**src/rtl/syscall_fetch_unit_pkg.sv**
```systemverilog
// Shared syscall definitions: trigger opcode, register indices, service
// codes and the FSM state encoding (the executor uses the same enum).
package syscall_pkg;

  localparam logic [5:0]  SYSCALL_OP    = 6'b011001;
  localparam logic [4:0]  V0_IDX        = 5'd2;
  localparam logic [4:0]  A0_IDX        = 5'd4;

  localparam logic [31:0] SVC_PRINT_INT = 32'd1;
  localparam logic [31:0] SVC_EXIT      = 32'd10;
  localparam logic [31:0] SVC_SPACE     = 32'd11;

  typedef enum logic [2:0] {
    IDLE, RD_V0, RD_A0, CAP, ISSUE, HALTED
  } state_t;

  // Services the executor knows how to run
  function automatic logic svc_supported(input logic [31:0] code);
    return (code == SVC_PRINT_INT) || (code == SVC_EXIT) || (code == SVC_SPACE);
  endfunction

endpackage

```
**src/rtl/syscall_fetch_unit.sv**
```systemverilog
// Syscall fetch unit: stalls on SYSCALL, reads $v0/$a0 through a spare
// register-file port, hands {code, arg} to the executor over valid/ready.
// Optional macro SYSCALL_COUNT_EN adds the svc_count port and counter.
//
// done and bad_svc are registered pulses. A bad code is recognised while
// $v0 is on rf_rdata, so bad_svc/done show up in CAP. After an accepted
// non-exit service the FSM spends one extra cycle in ISSUE with
// svc_valid low and done high, so the done cycle is still stalled and a
// syscall presented then is ignored; IDLE follows.
module syscall_fetch_unit
  import syscall_pkg::*;
(
  input  logic        clk,
  input  logic        rst,
  input  logic        instr_valid,
  input  logic [5:0]  opcode,
  output logic [4:0]  rf_raddr,
  input  logic [31:0] rf_rdata,
  output logic        stall,
  output logic        svc_valid,
  input  logic        svc_ready,
  output logic [31:0] svc_code,
  output logic [31:0] svc_arg,
  output logic        done,
  output logic        halted,
  output logic        bad_svc
`ifdef SYSCALL_COUNT_EN
  ,
  output logic [31:0] svc_count
`endif
);

  state_t state;
  logic   detect;

  assign detect = !rst && instr_valid && (opcode == SYSCALL_OP) && (state == IDLE);

  // Stall on detect, while the sequence runs, and forever once halted
  always_comb begin
    stall = detect || ((state != IDLE) && (state != HALTED)) || halted;
  end

  // Read-port address follows the read states; rdata lags one cycle
  always_comb begin
    rf_raddr = 5'd0;
    case (state)
      RD_V0:   rf_raddr = V0_IDX;
      RD_A0:   rf_raddr = A0_IDX;
      default: rf_raddr = 5'd0;
    endcase
  end

  // Main FSM with capture registers and registered handshake/status outputs
  always_ff @(posedge clk or posedge rst) begin
    if (rst) begin
      state     <= IDLE;
      svc_valid <= 1'b0;
      svc_code  <= 32'd0;
      svc_arg   <= 32'd0;
      done      <= 1'b0;
      halted    <= 1'b0;
      bad_svc   <= 1'b0;
    end else begin
      done    <= 1'b0;
      bad_svc <= 1'b0;
      case (state)
        IDLE:  if (detect) state <= RD_V0;
        RD_V0: state <= RD_A0;
        RD_A0: begin
          // rf_rdata now carries $v0
          svc_code <= rf_rdata;
          state    <= CAP;
          if (!svc_supported(rf_rdata)) begin
            bad_svc <= 1'b1;
            done    <= 1'b1;
          end
        end
        CAP: begin
          // rf_rdata now carries $a0; bad codes retire here as a NOP
          svc_arg <= rf_rdata;
          if (bad_svc) begin
            state <= IDLE;
          end else begin
            state     <= ISSUE;
            svc_valid <= 1'b1;
          end
        end
        ISSUE: begin
          if (svc_valid && svc_ready) begin
            svc_valid <= 1'b0;
            if (svc_code == SVC_EXIT) begin
              state  <= HALTED;
              halted <= 1'b1;
            end else begin
              done <= 1'b1;
            end
          end else if (done) begin
            // done cycle is over; let decode advance
            state <= IDLE;
          end
        end
        HALTED:  state <= HALTED;
        default: state <= IDLE;
      endcase
    end
  end

`ifdef SYSCALL_COUNT_EN
  // Count accepted services (exit included, bad codes excluded); wraps
  always_ff @(posedge clk or posedge rst) begin
    if (rst)                         svc_count <= 32'd0;
    else if (svc_valid && svc_ready) svc_count <= svc_count + 32'd1;
  end
`endif

endmodule

```
**config.mk**
```make
export PLATFORM = sky130hd
export DESIGN_NAME = syscall_fetch_unit
export DESIGN_NICKNAME = d
export VERILOG_FILES = /design/src/rtl/syscall_fetch_unit_pkg.sv /design/src/rtl/syscall_fetch_unit.sv
export SDC_FILE = /design/constraint.sdc
export NUM_CORES = 1
export LEC_CHECK = 0
export CAP_MARGIN = 20
export CORE_AREA = 3 3 124 114
export CTS_BUF_LIST = sky130_fd_sc_hd__clkbuf_16
export CTS_CLUSTER_SIZE = 12
export DETAILED_ROUTE_END_ITERATION = 6
export DIE_AREA = 0 0 127 117
export PLACE_DENSITY = 0.56
export SLEW_MARGIN = 10
export SYNTH_ARGS = -nofsm -noshare
export SYNTH_HDL_FRONTEND = slang
export SYNTH_SLANG_ARGS = --single-unit
export TNS_END_PERCENT = 50
```
**constraint.sdc**
```tcl
create_clock -name clk -period 5.42 [get_ports clk]
set_input_delay 1.084 -clock clk [delete_from_list [all_inputs] [get_ports clk]]
set_output_delay 1.084 -clock clk [all_outputs]
set_load 0.02 [all_outputs]
```
Word-level counts from Yosys, hierarchy flattened
Index checks and enable logic that the tools add are counted.

storage, ports and cells
  bits in registers = 71
  latch bits = 0
  memory bits (writable) = 0
  ROM bits = 0
  input port bits = 42
  output and inout bits = 74
  logic and storage cells = 54
  memories = 0

cells by class
  add/subtract/negate cells = 0
  $mul = 0
  divide/modulo/power cells = 0
  magnitude comparators = 0
  equality and inequality tests = 16
  shifts and indexed selects = 0
  mux-type cells = 15
  bitwise gates (word level) = 0
  reductions and logical operators = 16

operators by type and width
  cell                                             count
  == test 32 x 4 -> 1 bit (second input constant)  3
  == test 32 x 1 -> 1 bit (second input constant)  1
  one-hot mux 3 bit (6 select lines)               1
  two-way mux 3 bit                                5
  != test 3 bit (second input constant)            3
  AND reduction 3 bit                              3
  == test 3 x 2 -> 1 bit (second input constant)   2
  == test 3 bit (second input constant)            2
  == test 6 x 5 -> 1 bit (second input constant)   1
  two-way mux 1 bit                                6
  != test 2 bit (second input constant)            3
  one-hot mux 3 bit (2 select lines)               1
  logical AND 1 bit                                5
  logical OR 1 bit                                 4
  one-hot mux 1 bit (2 select lines)               2
  == test 3 x 1 -> 1 bit (second input constant)   1
  logical NOT 3 bit                                1
  nonzero test 3 bit                               1
  nonzero test 2 bit                               1
  logical NOT 1 bit                                1

Logic depth before layout (Yosys ltp)
  depth after elaboration = 6
  gate-level depth with buffers = 6
  mapped depth without buffers = 4

Worst setup path after synthesis
No wires, ideal clock.

  path type = input to output
  from = input port opcode[0]
  to = output port stall
  arrival = 1845 ps
  required time = 4336 ps
  path slack = 2491 ps
  stages on the path = 4
  buffers on the path = 0
  cell sequence = nor4bb_1 > a21oi_1 > mux2i_1 > or3_1

between the ends
  word-level cells in the longest chain between the ends = 5

RTL lines
  what                            RTL line                  RTL
  start, declared                 syscall_fetch_unit.sv:16  input logic [5:0] opcode,
  == test 6 x 5 -> 1 bit          syscall_fetch_unit.sv:36  assign detect = !rst && instr_valid && (opcode == SYSCALL_OP) && (state == IDLE);
  logical AND 1 bit (2 in a row)  syscall_fetch_unit.sv:36
  logical OR 1 bit (2 in a row)   syscall_fetch_unit.sv:40  stall = detect || ((state != IDLE) && (state != HALTED)) || halted;
  end, declared                   syscall_fetch_unit.sv:19  output logic stall,

No other way between the ends.

Final worst setup path
  from = input port rst
  to = output port stall

between the ends
  word-level cells in the longest chain between the ends = 6

RTL lines
  what                            RTL line                  RTL
  start, declared                 syscall_fetch_unit.sv:14  input logic rst,
  logical NOT 1 bit (no line)     --
  logical AND 1 bit (3 in a row)  syscall_fetch_unit.sv:36
  logical OR 1 bit (2 in a row)   syscall_fetch_unit.sv:40

No other way between the ends.

==> results.py <==
metrics = {
    "run_status": {
        "outcome": "finished, final reports clean",
    },
    "clock_tree": {
        "cts_tree": "done",
        "postCtsSetupBuffers": 0,
        "clk_latency_ps": 330,
        "cts.path.max_buffers": 2,
        "clkTransAtPathRegs_ps": 50,
        "cts_root_buffer": "clkbuf_16",
        "cts_resized": 0,
        "cts.sinks": 71,
        "cts-buffers-inserted": 9,
        "cts_hold_buf": 0,
        "htree_num_levels": 3,
    },
    "global_routing": {
        "grt_pass1_vias": 2302,
        "grt_pass1_wl_um": 13200,
        "grt_max_degree": 52,
        "overflow": 0,
        "grt_usage": 0.118,
        "antenna_found_initial": 0,
    },
    "critical_path": {
        "cp-startpoint": "rst",
        "crit_chain": "clkdlybuf4s50_1 > nor4bb_1 > a21oi_1 > mux2i_1 > or3_1 > clkdlybuf4s50_1",
        "cp_slowest_cell": "clkdlybuf4s50_1",
        "reg2regPathDepth": 3,
        "reg2reg_slack_ps": 3390,
        "worstPathRequired_ps": 4340,
        "cpPeakStageDelay_ps": 590,
        "worst_path_most_repeated_cell": "clkdlybuf4s50_1",
        "critical_path_peak_fanout": 2,
        "worstReg2RegEnd": "svc_arg[23]",
        "endpoint": "stall",
        "crit_type": "input pin to primary output",
        "critPathCaptureType": "primary output",
        "worst_setup_path_start_kind": "input pin",
        "cp.arrival_ps": 2800,
        "r2r-start": "state[0]",
    },
    "logic_synthesis": {
        "synth.distinct_cells": 32,
        "syn-instance-count": 205,
        "ys_seq_area_frac": 0.604,
        "yosysTopAreaCellShare": 0.604,
        "avgSynthCellArea_sq_um": 14.4,
        "synth_area_sq_um": 2940,
        "synth-seq-cells": 71,
        "synth_top_area_cell": "dfrtp_1",
        "synthTopCellsByArea": "dfrtp_1, mux2_2, nor4_1",
        "yosysWarnings": 0,
    },
    "run": {
        "drv_cap": 0,
    },
    "final_layout": {
        "final_common_cell": "clkdlybuf4s50_1",
        "layout.cells.non_filler": 490,
        "fin_area_sq_um": 4540,
        "fillers": 1267,
        "area.growth.synth_to_final_pct": 54.2,
        "layout_common_cells": "clkdlybuf4s50_1, dfrtp_1, mux2_2, nor4_1, clkbuf_16",
        "multi_input_area_sq_um": 1090,
        "final-seq-area_sq_um": 1780,
        "drive_above_1_share": 0.270,
        "antenna_cells": 0,
        "finalNetCount": 363,
    },
    "sta": {
        "min_period_over_period": 0.717,
        "max_freq_mhz": 257,
        "rsz0062_at_grt": "no",
        "setup_viol": 0,
        "min_period_ps": 3890,
        "slew_violations": 0,
        "worst_slew_margin_rel": 0.543,
        "finalHoldViolations": 0,
        "fin_skew_ps": 5.19,
        "tightest_slew_ps": 683,
        "finalSetupTns_ps": 0,
        "whs_ps": 493,
    },
    "floorplan": {
        "core-area_sq_um": 12800,
        "die_h_um": 117,
        "rows": 39,
        "start_util": 0.230,
        "io_pins": 116,
        "fp.dieW_um": 127,
        "design.die.area_sq_um": 14900,
    },
    "drt": {
        "drc": 0,
        "routed_via_density": 4.28,
        "drt.antenna.violating_nets": 0,
        "drt_iter0_drc": 78,
        "dr_total_vias": 2099,
        "drt-wirelength-per-cell_um": 16.7,
        "drt-total-wl_um": 8190,
        "first_pass_iters": 4,
    },
    "power": {
        "ir_drop_v": 0.000185,
        "power_mw": 1.28,
        "p_per_area_nw_per_um2": 281,
        "total_leakage_power_nw": 1.93,
    },
    "place": {
        "dp.cells": 474,
        "portBuffers": 112,
        "post-dp-hpwl_um": 6040,
        "gp_congestion": 0.769,
        "dpl_cell_area_sq_um": 4220,
    },
    "hold_path": {
        "hp-class": "flop to flop",
    },
}
worst min path at each step:
| stage | startpoint | endpoint | cells after the start |
|---|---|---|---|
| 3_5_place_dp | halted | halted | 1 |
| 2_1_floorplan | state[2] | state[1] | 2 |
| 3_3_place_gp | svc_arg[30] | svc_arg[30] | 1 |
| 5_1_grt | halted | halted | 1 |
| 6_report | halted | halted | 1 |
| 4_1_cts | halted | halted | 1 |
cell type report:
type,instances,area share
Clock inverter,7,0.0196
Clock buffer,9,0.0496
Sequential cell,71,0.392
Tap cell,164,0.0452
Timing Repair Buffer,115,0.252
Inverter,1,0.00110
Multi-Input combinational cell,123,0.241
report_power, final:
group,internal (mW),switching [mW]
Clock,0.399,0.222
Combinational,0.0573,0.0489
Sequential,0.542,0.00589
Total,0.999,0.277
flip-flops by register name (all words and copies together) (netlist names):
signal     cells
bad_svc        1
done           1
halted         1
state          3
svc_arg       32
svc_code      32
svc_valid      1
cell families (layout without fill, tap and decap cells):
kind of cell,Yosys count,after routing,share of synthesized area
AO/OA/AOI/OAI,10,10,0.0221
XOR/XNOR,1,1,0.00298
buffers and inverters,13,132,0.0276
flip-flops,71,71,0.604
multiplexers,65,65,0.248
other,1,3,0.00127
AND/OR/NAND/NOR,44,44,0.0940
critical path: cells and delay by family:
family / cells / cell delay (ps)
AOI/OAI and AO/OA: 1 / 130
buffers and inverters: 2 / 1040
muxes: 1 / 130
and+or+nand+nor: 2 / 420
stage by stage:
stage           util  setup WS, ps
6_report       0.355          1530
5_1_grt        0.355          1380
4_1_cts        0.355          1510
3_5_place_dp   0.330          1520
3_3_place_gp   0.330          1580
2_1_floorplan      -          2490
synth_stat cells (all sizes together):
cell type / number
dfrtp: 71
mux2: 64
buf: 12
nor4: 12
nor2: 7
nand2: 6
a21oi: 4
nand4: 3
nand2b: 2
nor2b: 2
nor3: 2
nor4b: 2
nor4bb: 2
o21ai: 2
conb: 1
inv: 1
mux2i: 1
nand3: 1
nand3b: 1
nor3b: 1
o211ai: 1
o21bai: 1
o31a: 1
o32a: 1
or2: 1
or3: 1
or3b: 1
xnor2: 1
per-layer routing:
layer / global-route usage / vias up / share of wire
li1: - / 978 / -
met4: 0.0279 / 0 / 0.010
met2: 0.182 / 76 / 0.46
met1: 0.146 / 1038 / 0.43
met5: 0 / - / 0
met3: 0.0658 / 7 / 0.094
Note: power is estimated with default switching activity, not from simulation.
